===== config.mk =====
export PLATFORM = sky130hd
export DESIGN_NAME = widexnor_serializer
export DESIGN_NICKNAME = d
export VERILOG_FILES = /design/src/rtl/widexnor_serializer.sv
export SDC_FILE = /design/constraint.sdc
export NUM_CORES = 1
export LEC_CHECK = 0
export BUFFER_PORTS_ARGS = -buffer_cell sky130_fd_sc_hd__buf_2
export CAP_MARGIN = 25
export CORE_ASPECT_RATIO = 0.9
export CORE_UTILIZATION = 60
export CTS_BUF_LIST = sky130_fd_sc_hd__clkbuf_8
export DETAILED_ROUTE_END_ITERATION = 16
export GPL_TIMING_DRIVEN = 0
export PLACE_DENSITY = 0.86
export SYNTH_ARGS = -nofsm -noshare
export SYNTH_HDL_FRONTEND = slang
export SYNTH_SLANG_ARGS = --single-unit

===== constraint.sdc =====
create_clock -name clk -period 6.09 [get_ports clk]
set_input_delay 0.9135 -clock clk [delete_from_list [all_inputs] [get_ports clk]]
set_output_delay 0.9135 -clock clk [all_outputs]
set_load 0.02 [all_outputs]

===== src/rtl/widexnor_serializer.sv =====
// widexnor_serializer: MSB-first serializer of an activation/weight word pair for a bit-serial XNOR stage
// Ports:
//   clk        rising-edge clock
//   reset      asynchronous active-low reset
//   in_valid   word pair offered on a_in/w_in
//   in_ready   word pair can be taken this cycle (idle, or on the last beat of a word)
//   a_in, w_in parallel activation/weight words (wide bits)
//   a, w       registered serial bits, MSB first, zero when out_valid is low
//   out_valid  a/w carry a beat this cycle
//   done       pulse on the last beat of a word
//   x_parity   only with WIDEXNOR_SER_PARITY_EN: XOR-reduction of ~(a_in ^ w_in), held for the word
// Optional feature macro: WIDEXNOR_SER_PARITY_EN
module widexnor_serializer #(
    parameter int wide = 72
) (
    input  logic            clk,
    input  logic            reset,
    input  logic            in_valid,
    output logic            in_ready,
    input  logic [wide-1:0] a_in,
    input  logic [wide-1:0] w_in,
    output logic            a,
    output logic            w,
    output logic            out_valid,
    output logic            done
`ifdef WIDEXNOR_SER_PARITY_EN
    ,
    output logic            x_parity
`endif
);
    localparam int cw = $clog2(wide);
    localparam logic [cw-1:0] last_beat = cw'(wide - 1);

    typedef enum logic {IDLE, SHIFT} state_t;

    state_t            state_q, state_d;
    logic [cw-1:0]     cnt_q, cnt_d;
    logic [wide-1:0]   a_sr_q, a_sr_d;
    logic [wide-1:0]   w_sr_q, w_sr_d;
    logic              a_q, a_d;
    logic              w_q, w_d;
    logic              out_valid_q, out_valid_d;
    logic              done_q, done_d;
    logic              on_last;
    logic              xfer;

    assign on_last  = (state_q == SHIFT) && (cnt_q == last_beat);
    assign in_ready = (state_q == IDLE) || on_last;
    assign xfer     = in_valid && in_ready;

    // The shift registers hold the bits still to be sent, left-aligned; the
    // first bit goes straight into a_q/w_q on the capturing edge.
    always_comb begin
        state_d     = state_q;
        cnt_d       = cnt_q;
        a_sr_d      = a_sr_q;
        w_sr_d      = w_sr_q;
        a_d         = 1'b0;
        w_d         = 1'b0;
        out_valid_d = 1'b0;
        if (xfer) begin
            state_d     = SHIFT;
            cnt_d       = '0;
            a_sr_d      = {a_in[wide-2:0], 1'b0};
            w_sr_d      = {w_in[wide-2:0], 1'b0};
            a_d         = a_in[wide-1];
            w_d         = w_in[wide-1];
            out_valid_d = 1'b1;
        end else if (state_q == SHIFT && !on_last) begin
            cnt_d       = cnt_q + 1'b1;
            a_sr_d      = {a_sr_q[wide-2:0], 1'b0};
            w_sr_d      = {w_sr_q[wide-2:0], 1'b0};
            a_d         = a_sr_q[wide-1];
            w_d         = w_sr_q[wide-1];
            out_valid_d = 1'b1;
        end else begin
            state_d = IDLE;
            cnt_d   = '0;
        end
        done_d = out_valid_d && (cnt_d == last_beat);
    end

    always_ff @(posedge clk or negedge reset) begin
        if (!reset) begin
            state_q <= IDLE;
        end else begin
            state_q <= state_d;
        end
    end

    always_ff @(posedge clk or negedge reset) begin
        if (!reset) begin
            cnt_q       <= '0;
            a_sr_q      <= '0;
            w_sr_q      <= '0;
            a_q         <= 1'b0;
            w_q         <= 1'b0;
            out_valid_q <= 1'b0;
            done_q      <= 1'b0;
        end else begin
            cnt_q       <= cnt_d;
            a_sr_q      <= a_sr_d;
            w_sr_q      <= w_sr_d;
            a_q         <= a_d;
            w_q         <= w_d;
            out_valid_q <= out_valid_d;
            done_q      <= done_d;
        end
    end

    assign a         = a_q;
    assign w         = w_q;
    assign out_valid = out_valid_q;
    assign done      = done_q;

`ifdef WIDEXNOR_SER_PARITY_EN
    logic x_parity_q, x_parity_d;

    always_comb x_parity_d = xfer ? ^(~(a_in ^ w_in)) : x_parity_q;

    always_ff @(posedge clk or negedge reset) begin
        if (!reset) begin
            x_parity_q <= 1'b0;
        end else begin
            x_parity_q <= x_parity_d;
        end
    end

    assign x_parity = x_parity_q;
`endif

endmodule


; ---- After elaboration in Yosys (flattened, before gate mapping)
; Index checks and enable logic that the tools add are counted.
; W data, S select, Z words.
[word_totals]
ff_bits = 156
inputBits = 147
wordCells = 34
[op_classes]
eq_ne = 3
bitwise = 1
n_addsub = 1
reduce_logical = 7
n_mux = 14
[op_table]
columns = op, n
row1 = $mux W72, 4
row2 = $eq A7 B7 Y1 const B, 2
row3 = $mux W7, 2
row4 = $mux W1, 8
row5 = $add A7 B1 Y7 const B, 1
row6 = $logic_and A1 B1 Y1, 4
row7 = $ne A2 B2 Y1 const B, 1
row8 = $reduce_bool A2 Y1, 1
row9 = $logic_not A1 Y1, 1
row10 = $logic_or A1 B1 Y1, 1
row11 = $not A1 Y1, 1

; ---- Longest topological paths before layout
[logic_depth]
ltp_word = 8
depth_mapped = 7

; ---- Least setup slack after synthesis
; OpenSTA, ideal clock, no wires.
[synth_path]
path_kind = flip-flop to output port
start = register cnt_q[4]
end = output port in_ready
path_buffers = 2
path_slack_ps = 3658
path_stages_with_launch = 6
arrival_ps = 1518
path_cell_list = dfrtp_1 > or3b_1 > o31a_1 > inv_2 > buf_6 > buf_6
[synth_via]
elab_chain_len = 3
[synth_rtl]
columns = item, line_no
row1 = from (decl), 37  ; logic [cw-1:0] cnt_q, cnt_d;
row2 = from (signal assigned), 101  ; cnt_q <= cnt_d;
row3 = $eq A7 B7 Y1, 47  ; assign on_last = (state_q == SHIFT) && (cnt_q == last_beat);
row4 = $logic_and A1 B1 Y1, 47
row5 = $logic_or A1 B1 Y1, 48  ; assign in_ready = (state_q == IDLE) || on_last;
row6 = to (decl), 19  ; output logic in_ready,
; Every way passes these cells.

; ---- Worst setup path in the final report
; Same ends and word-level chain as after synthesis.

==> summary.log <==
qor: cells_and_area.layout.cells.most_common mux2_2
qor: power_and_ir_drop.power.leakage 4.73 nW
qor: cts.postCtsSetupRepairBufs 0
qor: synthesis.yosysSeqAreaShare 0.509
qor: synthesis.post_synth.cell_area_avg 15.0 um^2
qor: power_and_ir_drop.power.sequential.fraction 0.534
qor: synthesis.synth_warnings 0
qor: die.rows 38
qor: setup_path.arrival_worst_endpoint 2.30 ns
qor: cts.cts_hold_repair.buffers 0
qor: synthesis.syn-cell-area 0.00758 mm^2
qor: cells_and_area.diodes 0
qor: cells_and_area.post_route_cells_drive_above_1_share 0.543
qor: sta.setup_violations 0
qor: synthesis.synth_edf_count 0
qor: placed_design.post-dp-hpwl 10.3 mm
qor: drt.number_of_drc_violations_after_detailed_routing_iteration_0 164
qor: sta.f_max 311 MHz
qor: setup_path.worstSetupStartpointType register
qor: power_and_ir_drop.net-switching-power 0.418 mW
qor: cts.clkLatencyLatePin 0.45 ns
qor: power_and_ir_drop.total_power_draw 1.91 mW
qor: synthesis.ys.flop_type dfrtp_1
qor: power_and_ir_drop.power.share.clock 0.387
qor: drt.detail_route.wirelength 13.9 mm
qor: synthesis.mappedNetlistNets 654
qor: cts.cts_h_tree_lvls 4
qor: power_and_ir_drop.power.density_cell_area 214 mW/mm^2
qor: setup_path.timing.critical_path.required 5.18 ns
qor: cts.cts_resized 0
qor: global_routing.grt_max_degree 98
qor: cells_and_area.sequential_cell_area 0.00385 mm^2
qor: setup_path.criticalPathCategory reg -> out
qor: cts.cts.clk_slew.worst_paths 0.08 ns
qor: drt.routed_wire_length_per_instance 16.4 um
qor: drt.drc 0
qor: placed_design.buffer_ports.inserted 150
qor: synthesis.number_of_distinct_standard_cells_referenced_by_the_synthesized_netlist 28
qor: die.initial_utilization 0.622
qor: setup_path.crit_chain or3b_1, o31a_1, inv_2, buf_6, buf_6, buf_2
qor: die.die_height 109 um
qor: cts.number_of_clock_sinks 154
qor: min_path.hp-class in -> async
qor: sta.fin_setup_tns 0 ns
qor: power_and_ir_drop.combPwrFrac 0.079
qor: synthesis.syn-instance-count 506
qor: cts.cts.root.buffer_cell clkbuf_8
qor: global_routing.grt.total_usage 0.238
qor: placed_design.gp_routability_congestion 0.761
qor: synthesis.synth-async-reset-ratio 1.00
qor: die.io_pins 152
qor: sta.clock_skew 0.0113 ns
qor: setup_path.critical_path.most_common_cell buf_6
qor: setup_path.setup.reg_to_reg.worst_slack 3.92 ns
qor: drt.total_vias_in_the_final_route 4,526
qor: setup_path.timing.critical_path.to_type output port
qor: cells_and_area.most_frequent_cells_in_the_layout mux2_2 (178), dfrtp_1 (154), buf_2 (151)
qor: drt.first_pass_iteration_count_of_the_detailed_router 4
qor: drt.final_antenna_net_count 0
qor: power_and_ir_drop.ir_worst_vdd 0.230 mV
qor: sta.fin_ws 2.87 ns
qor: setup_path.path_delay_family buffers and inverters
qor: power_and_ir_drop.power.switching_fraction 0.219
qor: die.placeableCoreArea 0.0122 mm^2
qor: sta.unrepaired_setup_endpoints_after_global_routing false
qor: setup_path.timing.critical_path.slowest_stage_cell dfrtp_1
qor: cells_and_area.n_fill_cell 796
qor: setup_path.timing.critical_path.slowest_cell_delay 0.43 ns
qor: cts.tritoncts_clock_tree done
qor: cts.cts_buffers 17
qor: sta.finalMaxSlewViolations 0
qor: cts.clockBufferDepth 2
qor: placed_design.place_worst_setup_slack 3.24 ns
qor: run.maxCapViolations 0
qor: sta.maxSlewHeadroom 0.534
qor: sta.worst_pin_slew 0.699 ns
qor: cells_and_area.multiInputGateArea 0.00339 mm^2
qor: drt.drt-vias-per-instance 5.33
qor: setup_path.worstPathBufferInverterCount 4
qor: sta.period_needed 3.22 ns
qor: die.dieArea 0.0131 mm^2
qor: die.die_w 120 um
qor: cells_and_area.number_of_nets_in_the_finished_design 824
qor: sta.min_period_over_period 0.528
qor: synthesis.synth-seq-cells 154
qor: run_status.outcome completed
qor: setup_path.largest_fanout_of_any_net_on_the_critical_path 10
qor: sta.final_hold_viol_count 0
qor: cells_and_area.area_delta_synth_final 18.1%
qor: power_and_ir_drop.cell_internal_pwr 1.50 mW
qor: global_routing.antenna_found_initial 0
qor: global_routing.gr-total-overflow 0
qor: global_routing.first_global_vias 4,912
qor: global_routing.grt_first_pass_wirelength 23.5 mm
## synthesized netlist by cell type (2+ instances only)
cell      instances  area (um^2)
o31a_1            2         17.5
o21ai_0           3         15.0
clkbuf_1         14         52.6
buf_12           11          220
buf_2             2         10.0
dfrtp_1         154         3850
and2_1            3         18.8
mux2_1          101         1140
nand3_1           2         10.0
mux2i_1           4         40.0
inv_1             2         7.51
xor2_1            2         17.5
nand2b_1          2         12.5
mux2_2          178         2000
nand2_1           7         26.3
nor2_1            4         15.0
buf_1             2         7.51
buf_6             3         33.8
## per-stage QoR
step	cell area [um^2]	util	hold WS, ns	std cells
after global placement	8530	0.701	0.457	816
after CTS	8940	0.735	0.433	849
after detailed placement	8560	0.703	0.468	817
after floorplan	7580	-	0.454	506
after global routing	8940	0.735	0.451	849
final	8940	0.735	0.428	849
## sequential cells by signal, indices dropped and copies added, names as in the netlist
name and cells:
a_sr_q 71, w_sr_q 71, out_valid 1, cnt_q 7, w 1, state_q 1
done 1, a 1
## worst paths after layout
check                                       start                endpoint  cells after the start
setup / recovery               cnt_q[4]$_DFF_PN0_                in_ready                      6
hold / removal                              reset  w_sr_q[26]$_DFFE_PN0P_                      1
setup reg to reg               cnt_q[4]$_DFF_PN0_  a_sr_q[29]$_DFFE_PN0P_                      6
hold reg to reg            w_sr_q[37]$_DFFE_PN0P_  w_sr_q[38]$_DFFE_PN0P_                      1
max in group asynchronous                   reset  a_sr_q[15]$_DFFE_PN0P_                      2
min in group clk           w_sr_q[37]$_DFFE_PN0P_  w_sr_q[38]$_DFFE_PN0P_                      1
## cells by family after synthesis
kind of cell	share of synthesized area
mux	0.420
flops	0.509
buf+inv	0.0443
simple gates	0.0157
compound gates	0.00628
xor+xnor	0.00347
fa+ha+maj	0.00165
## cell type report
type | instances | share of cell area
Sequential cell | 154 | 0.431
Multi-Input combinational cell | 317 | 0.379
Timing Repair Buffer | 151 | 0.0877
Buffer | 32 | 0.0362
Clock buffer | 20 | 0.0308
Tap cell | 160 | 0.0224
Clock inverter | 12 | 0.0120
Inverter | 3 | 0.00126
## power by group through the flow
stage / clock [mW] / sequential (mW) / combinational (mW)
after global routing: 0.807 / 1.02 / 0.167
after global placement: 0 / 1.04 / 0.143
after CTS: 0.762 / 1.02 / 0.154
final: 0.740 / 1.02 / 0.151
after detailed placement: 0 / 1.04 / 0.153
after floorplan: 0 / 1.04 / 0.0731
## layer usage
layer	up-vias	wire length, um	track usage
met2	100	7130	0.406
met5	-	0	0
met4	0	311	0.112
met1	2241	5880	0.290
li1	2161	-	-
met3	24	604	0.0517
No activity file was read; power rests on OpenSTA's default activity.
